--- config.mk ---
export PLATFORM = sky130hd
export DESIGN_NAME = rob_core
export DESIGN_NICKNAME = d
export VERILOG_FILES = /design/src/rtl/rob_core.sv
export SDC_FILE = /design/constraint.sdc
export NUM_CORES = 2
export LEC_CHECK = 0
export ABC_AREA = 1
export BUFFER_PORTS_ARGS = -buffer_cell sky130_fd_sc_hd__buf_2
export CAP_MARGIN = 0
export CORE_MARGIN = 4
export CORE_UTILIZATION = 40
export DETAILED_ROUTE_END_ITERATION = 8
export SLEW_MARGIN = 20
export SYNTH_ARGS = -nofsm -noshare
export SYNTH_HDL_FRONTEND = slang
export SYNTH_SLANG_ARGS = --single-unit
--- constraint.sdc ---
create_clock -name clk_i -period 5.3 [get_ports clk_i]
set_input_delay 0.53 -clock clk_i [delete_from_list [all_inputs] [get_ports clk_i]]
set_output_delay 0.53 -clock clk_i [all_outputs]
set_load 0.005 [all_outputs]
--- src/rtl/rob_core.sv ---
// Reorder buffer: in-order dispatch into a circular buffer, out-of-order completion
// marking, in-order multi-lane retirement and full flush on a retiring mispredicted branch.
module rob_core #(
   parameter int unsigned C_DP_NUM         = 2,
   parameter int unsigned C_RT_NUM         = 2,
   parameter int unsigned C_CDB_NUM        = 2,
   parameter int unsigned C_ROB_ENTRY_NUM  = 32,
   parameter int unsigned C_TAG_IDX_WIDTH  = 6,
   parameter int unsigned C_ARCH_IDX_WIDTH = 5
) (
   input  logic                                                clk_i,
   input  logic                                                rst_i,
   input  logic [C_DP_NUM-1:0]                                 dp_valid_i,
   input  logic [C_DP_NUM*C_ARCH_IDX_WIDTH-1:0]                dp_arch_reg_i,
   input  logic [C_DP_NUM*C_TAG_IDX_WIDTH-1:0]                 dp_phy_reg_i,
   input  logic [C_DP_NUM*C_TAG_IDX_WIDTH-1:0]                 dp_old_phy_reg_i,
   output logic [$clog2(C_DP_NUM+1)-1:0]                       dp_num_avail_o,
   output logic [C_DP_NUM*$clog2(C_ROB_ENTRY_NUM)-1:0]         dp_rob_idx_o,
   input  logic [C_CDB_NUM-1:0]                                cdb_valid_i,
   input  logic [C_CDB_NUM*$clog2(C_ROB_ENTRY_NUM)-1:0]        cdb_rob_idx_i,
   input  logic [C_CDB_NUM-1:0]                                cdb_br_mispredict_i,
   output logic [C_RT_NUM-1:0]                                 rt_wr_en_o,
   output logic [C_RT_NUM*C_ARCH_IDX_WIDTH-1:0]                rt_arch_reg_o,
   output logic [C_RT_NUM*C_TAG_IDX_WIDTH-1:0]                 rt_phy_reg_o,
   output logic [C_RT_NUM*C_TAG_IDX_WIDTH-1:0]                 rt_old_phy_reg_o,
   output logic [C_RT_NUM-1:0]                                 rt_retire_o,
   output logic                                                rollback_o,
   output logic                                                empty_o
);

   localparam int unsigned IDX_W  = $clog2(C_ROB_ENTRY_NUM);
   localparam int unsigned CNT_W  = IDX_W + 1;
   localparam int unsigned AV_W   = $clog2(C_DP_NUM + 1);
   localparam int unsigned ARCH_W = C_ARCH_IDX_WIDTH;
   localparam int unsigned TAG_W  = C_TAG_IDX_WIDTH;

   logic [IDX_W-1:0]           head_q, tail_q, head_d, tail_d;
   logic [CNT_W-1:0]           count_q, count_d;
   logic [C_ROB_ENTRY_NUM-1:0] valid_q, done_q, mp_q;
   logic [C_ROB_ENTRY_NUM-1:0] valid_d, done_d, mp_d;
   logic [ARCH_W-1:0]          arch_q [C_ROB_ENTRY_NUM];
   logic [TAG_W-1:0]           phy_q  [C_ROB_ENTRY_NUM];
   logic [TAG_W-1:0]           old_q  [C_ROB_ENTRY_NUM];

   logic [CNT_W-1:0]    free_c;
   logic [C_DP_NUM-1:0] dp_accept;
   logic [CNT_W-1:0]    dp_cnt, rt_cnt;
   logic                rt_ok;

   assign empty_o = (count_q == '0);

   // Free space comes from the registered count only.
   always_comb begin
      free_c = CNT_W'(C_ROB_ENTRY_NUM) - count_q;
      if (free_c >= CNT_W'(C_DP_NUM)) dp_num_avail_o = AV_W'(C_DP_NUM);
      else                            dp_num_avail_o = AV_W'(free_c);
   end

   always_comb begin
      dp_rob_idx_o = '0;
      dp_accept    = '0;
      dp_cnt       = '0;
      for (int k = 0; k < int'(C_DP_NUM); k++) begin
         dp_rob_idx_o[k*IDX_W +: IDX_W] = tail_q + IDX_W'(k);
         if (dp_valid_i[k] && (k < int'(dp_num_avail_o))) begin
            dp_accept[k] = 1'b1;
            dp_cnt       = dp_cnt + CNT_W'(1);
         end
      end
   end

   // A lane retires only behind a contiguous run of done, non-mispredicted entries.
   always_comb begin
      rt_retire_o      = '0;
      rt_wr_en_o       = '0;
      rt_arch_reg_o    = '0;
      rt_phy_reg_o     = '0;
      rt_old_phy_reg_o = '0;
      rollback_o       = 1'b0;
      rt_cnt           = '0;
      rt_ok            = 1'b1;
      for (int j = 0; j < int'(C_RT_NUM); j++) begin
         rt_arch_reg_o[j*ARCH_W +: ARCH_W]   = arch_q[head_q + IDX_W'(j)];
         rt_phy_reg_o[j*TAG_W +: TAG_W]      = phy_q[head_q + IDX_W'(j)];
         rt_old_phy_reg_o[j*TAG_W +: TAG_W]  = old_q[head_q + IDX_W'(j)];
         if (rt_ok && valid_q[head_q + IDX_W'(j)] && done_q[head_q + IDX_W'(j)]) begin
            rt_retire_o[j] = 1'b1;
            rt_wr_en_o[j]  = |arch_q[head_q + IDX_W'(j)];
            rt_cnt         = rt_cnt + CNT_W'(1);
            if (mp_q[head_q + IDX_W'(j)]) begin
               rollback_o = 1'b1;
               rt_ok      = 1'b0;
            end
         end else begin
            rt_ok = 1'b0;
         end
      end
   end

   always_comb begin
      valid_d = valid_q;
      done_d  = done_q;
      mp_d    = mp_q;
      head_d  = head_q + IDX_W'(rt_cnt);
      tail_d  = tail_q + IDX_W'(dp_cnt);
      count_d = count_q + dp_cnt - rt_cnt;
      for (int c = 0; c < int'(C_CDB_NUM); c++) begin
         if (cdb_valid_i[c] && valid_q[cdb_rob_idx_i[c*IDX_W +: IDX_W]]) begin
            done_d[cdb_rob_idx_i[c*IDX_W +: IDX_W]] = 1'b1;
            mp_d[cdb_rob_idx_i[c*IDX_W +: IDX_W]]   = mp_d[cdb_rob_idx_i[c*IDX_W +: IDX_W]]
                                                      | cdb_br_mispredict_i[c];
         end
      end
      for (int j = 0; j < int'(C_RT_NUM); j++) begin
         if (rt_retire_o[j]) valid_d[head_q + IDX_W'(j)] = 1'b0;
      end
      for (int k = 0; k < int'(C_DP_NUM); k++) begin
         if (dp_accept[k]) begin
            valid_d[tail_q + IDX_W'(k)] = 1'b1;
            done_d[tail_q + IDX_W'(k)]  = 1'b0;
            mp_d[tail_q + IDX_W'(k)]    = 1'b0;
         end
      end
      // Rollback flushes everything, including this cycle's dispatch and completions.
      if (rollback_o) begin
         valid_d = '0;
         done_d  = '0;
         mp_d    = '0;
         head_d  = '0;
         tail_d  = '0;
         count_d = '0;
      end
   end

   always_ff @(posedge clk_i or posedge rst_i) begin
      if (rst_i) begin
         head_q  <= '0;
         tail_q  <= '0;
         count_q <= '0;
         valid_q <= '0;
         done_q  <= '0;
         mp_q    <= '0;
      end else begin
         head_q  <= head_d;
         tail_q  <= tail_d;
         count_q <= count_d;
         valid_q <= valid_d;
         done_q  <= done_d;
         mp_q    <= mp_d;
      end
   end

   // Payload needs no reset; it is only observed behind a valid bit.
   always_ff @(posedge clk_i) begin
      for (int k = 0; k < int'(C_DP_NUM); k++) begin
         if (dp_accept[k] && !rollback_o) begin
            arch_q[tail_q + IDX_W'(k)] <= dp_arch_reg_i[k*ARCH_W +: ARCH_W];
            phy_q[tail_q + IDX_W'(k)]  <= dp_phy_reg_i[k*TAG_W +: TAG_W];
            old_q[tail_q + IDX_W'(k)]  <= dp_old_phy_reg_i[k*TAG_W +: TAG_W];
         end
      end
   end

   a_dp_overflow: assert property (@(posedge clk_i) disable iff (rst_i)
      $countones(dp_valid_i) <= int'(dp_num_avail_o));

endmodule

Yosys cells after proc, flatten, opt, wreduce, memory -nomap -nowiden:

Memories as Yosys holds them, arrays and structs flattened.
Index checks and enable logic that the tools add are counted.
W data, S select, Z words.

* $add $sub $neg: 9
* $lt $le $gt $ge: 15
* multiplexer cells: 73
* bitwise gates (word level): 16
* reduce and logical (&&, ||, !) cells: 19

Operators with widths (number)
* $mux W32: 15
* $and A32 B32 Y32: 6
* $not A32 Y32: 4
* $or A32 B32 Y32: 4
* $bwmux W32: 2
* $bmux W1 S5: 10
* $lt A5 B6 Y1 const B: 6
* $mux W1: 34
* $demux W1 S5: 6
* $ge A5 B1 Y1 const B: 6
* $mux W6: 3
* $logic_and A1 B1 Y1: 15
* $add A6 B1 Y6 const B: 2
* $add A5 B1 Y5 const B: 2
* $add A5 B5 Y5: 2
* $mux W5: 2
* $reduce_or A5 Y1: 2
* $add A6 B6 Y6: 1
* $ge A6 B2 Y1 const B: 1
* $logic_not A6 Y1: 1
* $sub A6 B6 Y6: 1
* $sub A6 B6 Y6 const A: 1
* $lt A1 B2 Y1 const A: 2
* $mux W2: 1
* other kinds (2): 3

* flip-flop bits (word level): 112
* RAM bits: 544
* bits of input ports: 52
* output and inout port bits: 52
* memories kept: 3

Memory list
* old_q: depth 32, bits a word 6, read ports 2, clocked after Yosys merged registers in 0, write ports 2, line 43 `logic [TAG_W-1:0] old_q [C_ROB_ENTRY_NUM];`
* phy_q: depth 32, bits a word 6, read ports 2, clocked after Yosys merged registers in 0, write ports 2, line 42 `logic [TAG_W-1:0] phy_q [C_ROB_ENTRY_NUM];`
* arch_q: depth 32, bits a word 5, read ports 2, clocked after Yosys merged registers in 0, write ports 2, line 41 `logic [ARCH_W-1:0] arch_q [C_ROB_ENTRY_NUM];`

Depth between registers and ports, before layout:

* depth after elaboration: 16
* gate-level depth with buffers: 34
* depth with buffers taken out: 28

Least setup slack after synthesis:

OpenSTA, ideal clock, no wires.

* path kind: register to register
* start point: reg head_q[0]
* end point: reg count_q[5]
* library setup time: 131 ps
* arrival: 5823 ps
* path slack: -653 ps
* stages on the path, launching flop included: 34
* path buffers: 10
* period minus slack after synthesis: 5953 ps
* cell sequence: dfrtp_1 > inv_2 > clkbuf_1 > buf_2 > buf_2 > buf_2 > clkbuf_1 > clkbuf_1 > buf_1 > ha_1 > clkbuf_1 > inv_1 > clkbuf_1 > o21ai_0 > o21ai_0 > a22oi_1 > nand4_1 > nor2_1 > nand2_1 > clkbuf_1 > inv_1 > ha_1 > fa_1 > inv_1 > ha_1 > a21oi_1 > inv_1 > a31oi_1 > nor2_1 > nor2_1 > nor2_1 > nor2_1 > xnor2_1 > nor2_1

* word-level cells in the longest chain between the ends: 9
* elaborated cells between the ends (all ways): 27

RTL lines
* from (decl): line 37 `logic [IDX_W-1:0] head_q, tail_q, head_d, tail_d;`
* from (signal assigned): line 137 `head_q <= '0;`
* from (signal assigned): line 144 `head_q <= head_d;`
* branches (longest 8 deep; another with $add A6 B1 Y6)
* $mux W6 *: line 125 `if (rollback_o) begin`
* net count_d[5]: line 38 `logic [CNT_W-1:0] count_q, count_d;`
* to (signal assigned): line 146 `count_q <= count_d;`
* to (decl): line 38

Mark *: on every way through the listed nets, which the timed path passes. The select of a mux whose other input is x is not followed.

Final worst setup path:

* start point: reg head_q[1]
* end point: out rt_wr_en_o[1]

* word-level cells in the longest chain between the ends: 7
* elaborated cells between the ends (all ways): 19

RTL lines
* branches (longest 6 deep; another with $add A5 B1 Y5)
* $mux W1 *: line 86 `if (rt_ok && valid_q[head_q + IDX_W'(j)] && done_q[head_q + IDX_W'(j)]) begin`
* to (decl): line 22 `output logic [C_RT_NUM-1:0] rt_wr_en_o,`

Mark *: on every way between the ends. The select of a mux whose other input is x is not followed.

==> summary.md <==
| Metric | Value |
|---|---|
| Compound-Gate Fraction of Synth Area | 27.26% |
| Hold Vio Cnt, Final | 0 |
| R2R Setup Slk | 0.23 ns |
| Vias in the first global route | 37,566 |
| Minimum clock period | 5.183 ns |
| Post-synth ARST share | 17.07% |
| Area growth syn-to-layout | 8.694% |
| TritonCTS clock tree | done |
| First-pass GRT wire length | 252,200 um |
| Hold Worst Slack | 0.02497 ns |
| FP Rows | 119 |
| Largest family of logic cells by synthesized area | compound AO/OA/AOI/OAI gates |
| Clock skew | 0.04191 ns |
| Setup bufs post-CTS | 0 |
| CP Launch Type | flip-flop |
| Worst vdd ir | 0.0005028 V |
| Crit-path max FO | 48 |
| Final net count | 5,538 |
| DR DRC count | 0 |
| Clock buffer count from CTS | 80 |
| Htree depth | 3 |
| Post-synthesis mux area share | 0% |
| P per Cell Area | 590.4 mW/mm2 |
| DP HPWL | 107,300 um |
| Synth top area share | 38.40% |
| Largest net degree at the start of global routing | 233 |
| Final wirelength | 174,900 um |
| Clock Path Buffers | 3 |
| Fmax | 0.1929 GHz |
| Cells after Synth | 5,658 |
| Antenna viol nets, final | 0 |
| Post-synthesis sequential area ratio | 44.99% |
| Overall Global Routing Usage | 30.14% |
| Post-Synth Simple-Gate Area | 17.66% |
| Final period util | 97.79% |
| WL per Instance | 25.30 um |
| Seq cells post-synth | 656 |
| Critical Path RT | 4.77 ns |
| RSZ-0062 raised after global routing | false |
| Number of synthesized flops with an enable pin | 544 |
| Initial antenna violation count | 8 |
| Leakage | 18.63 nW |
| Total of max-cap violations | 0 |
| Avg Cell Area, Syn | 7.518 um2 |
| Cts hold-fix bufs | 0 |
| CTS resizes | 0 |
| CTS Root Cell | clkbuf_16 |
| Critical Path End | rt_wr_en_o[1] |
| Max-slew headroom | 20.74% |
| R2r endpoint | arch_q[31][2]$_DFFE_PP_ |
| Die area | 0.1116 mm2 |
| GPL Wtd Cong | 0.9543 |
| Drt pass-1 iters | 6 |
| Syn Nets | 5,742 |
| Iter 0 DRT Violations | 6,472 |
| GRT overflow | 0 |
| Final Slew Violations | 0 |
| Via count | 41,992 |
| Post-synthesis adder-cell area fraction | 1.012% |
| Routed vias/inst | 6.077 |
| Status | finished clean |
| Yosys synthesis warning count | 0 |
| Crit end category | output pin |
| Port buffer count | 103 |
| IO Pins | 104 |
| Worst r2r src | head_q[1]$_DFF_PP0_ |
| Ys flop type | edfxtp_1 |
| Worst setup path class | reg2out |
| Core area | 0.1054 mm2 |
| Aggregate negative setup slack | 0 ns |
| Num Clock Sinks | 656 |
| Worst path arrival time | 4.65 ns |
| Critical path startpoint | head_q[1]$_DFF_PP0_ |
| Synthesized area | 0.04254 mm2 |
| Final core occ | 43.86% |
| Layout fillers | 10,507 |
| # setup viols final | 0 |
| Post-synth top area cell | edfxtp_1 |
| Synth cell types | 49 |
| CTS clock-pin slew for the worst setup and hold paths | 0.06 ns |
| HP Class | in2async |
| Die Wd | 334.1 um |
| Initial Util | 40.35% |
| Top cells by area, synth | edfxtp_1 38%, o21ai_0 14%, nand2_1 8.9%, dfrtp_1 6.6%, a21oi_1 6.0% |
| Synth Area in XOR/XNOR | 0.1853% |
| Share of layout cells above drive strength 1 | 8.394% |
| Slew at the pin closest to its max-slew limit | 1.189 ns |
| Die H | 334.1 um |
| Worst-Skew Late Latency | 0.67 ns |
| R2R cell count | 14 |
-- metal layers --
layer | track usage, % | wire [um]
met5 | 0 | 17
met4 | 15.58 | 10610
met3 | 6.171 | 19840
met2 | 46.87 | 76550
met1 | 39.91 | 67840
-- placed cells by master (no fill, tap or decap), types with 17 or more instances in the layout --
cell / netlist / final
o211ai_1: 42 / 42
buf_2: 128 / 103
dfrtp_1: 112 / 110
nor2_1: 621 / 583
inv_1: 392 / 383
a21oi_1: 508 / 508
clkbuf_1: 308 / 19
nand3_1: 66 / 66
a22oi_1: 33 / 33
nand2_1: 1003 / 1002
o31ai_1: 33 / 33
a22o_1: 40 / 40
o21ai_1: 171 / 171
ha_1: 28 / 27
edfxtp_1: 544 / 544
o21ai_0: 1230 / 1230
clkinv_1: 7 / 32
buf_4: 13 / 111
nor3_1: 82 / 78
a221oi_1: 28 / 28
nor2_2: 1 / 36
nand2_2: 17 / 17
a31o_2: 31 / 31
nand4_1: 47 / 47
clkbuf_16: 0 / 81
-- state kept, by name, indices dropped and copies added, names as in the netlist --
signal,cells
arch_q,160
count_q,6
done_q,32
head_q,5
mp_q,32
old_q,192
phy_q,192
tail_q,5
valid_q,32
-- cell usage after synthesis (all sizes together) (8+ instances only) --
cell type  instances
o21ai           1402
nand2           1030
nor2             623
edfxtp           544
a21oi            509
inv              406
clkbuf           308
buf              203
dfrtp            112
nor3              82
nand3             66
nand4             47
o211ai            42
a22o              40
a22oi             33
o31ai             33
a31o              31
a221oi            28
ha                28
a31oi             12
nor4              10
o22ai             10
o21a               8
-- final cells by class --
type | instances | area [um2] | share of cell area, %
antenna | 3 | 7.507 | 0.01624
clock inverter | 41 | 286.5 | 0.6197
multi-input combinational | 4078 | 19790 | 42.80
clock buffer | 103 | 2140 | 4.627
tap | 1391 | 1740 | 3.764
timing repair buffer | 225 | 1568 | 3.391
sequential | 656 | 19150 | 41.41
inverter | 413 | 1563 | 3.380
-- where the power goes --
part | switching [mW] | total (mW) | internal, mW
sequential | 0.567 | 7.28 | 6.72
clock | 2.35 | 5.26 | 2.91
combinational | 10.6 | 14.8 | 4.13
total | 13.5 | 27.3 | 13.8
-- stage by stage --
step | instances | total power, mW | worst slack (ns) | cell area [um2]
after floorplan | 5658 | 16.24 | 0.03482 | 42550
after global placement | 6763 | 21.35 | 0.4672 | 43770
after detailed placement | 6763 | 21.53 | 0.5108 | 43780
after CTS | 6907 | 26.76 | 0.04293 | 46200
after global routing | 6908 | 28.74 | 0.07568 | 46230
final | 6910 | 27.30 | 0.1171 | 46240
-- how the worst min path moves through the flow --
stage | from | cells past startpoint | slack, ns | to
after CTS | rst_i | 2 | 0.16 | done_q[24]$_DFF_PP0_
after global routing | rst_i | 2 | 0.09 | mp_q[30]$_DFF_PP0_
after detailed placement | done_q[1]$_DFF_PP0_ | 2 | 0.50 | done_q[1]$_DFF_PP0_
after floorplan | done_q[16]$_DFF_PP0_ | 2 | 0.47 | done_q[16]$_DFF_PP0_
final | rst_i | 2 | 0.02 | done_q[24]$_DFF_PP0_
after global placement | done_q[30]$_DFF_PP0_ | 2 | 0.49 | done_q[30]$_DFF_PP0_
-- critical path, stage by stage, from the launching register on --
cell      delay (ns)
dfrtp_4         0.62
clkinv_1        0.19
ha_4            0.59
inv_2           0.33
buf_4           0.48
a21oi_1         0.40
o22a_1          0.17
nand4_1         0.36
a21oi_1         0.59
buf_2           0.21
-- cells by family after synthesis --
| kind of cell | Yosys count |
|---|---|
| buf+inv | 924 |
| xor+xnor | 9 |
| compound gates | 2166 |
| flops | 656 |
| fa+ha+maj | 32 |
| simple gates | 1871 |
(Power assumes the default switching activity.)
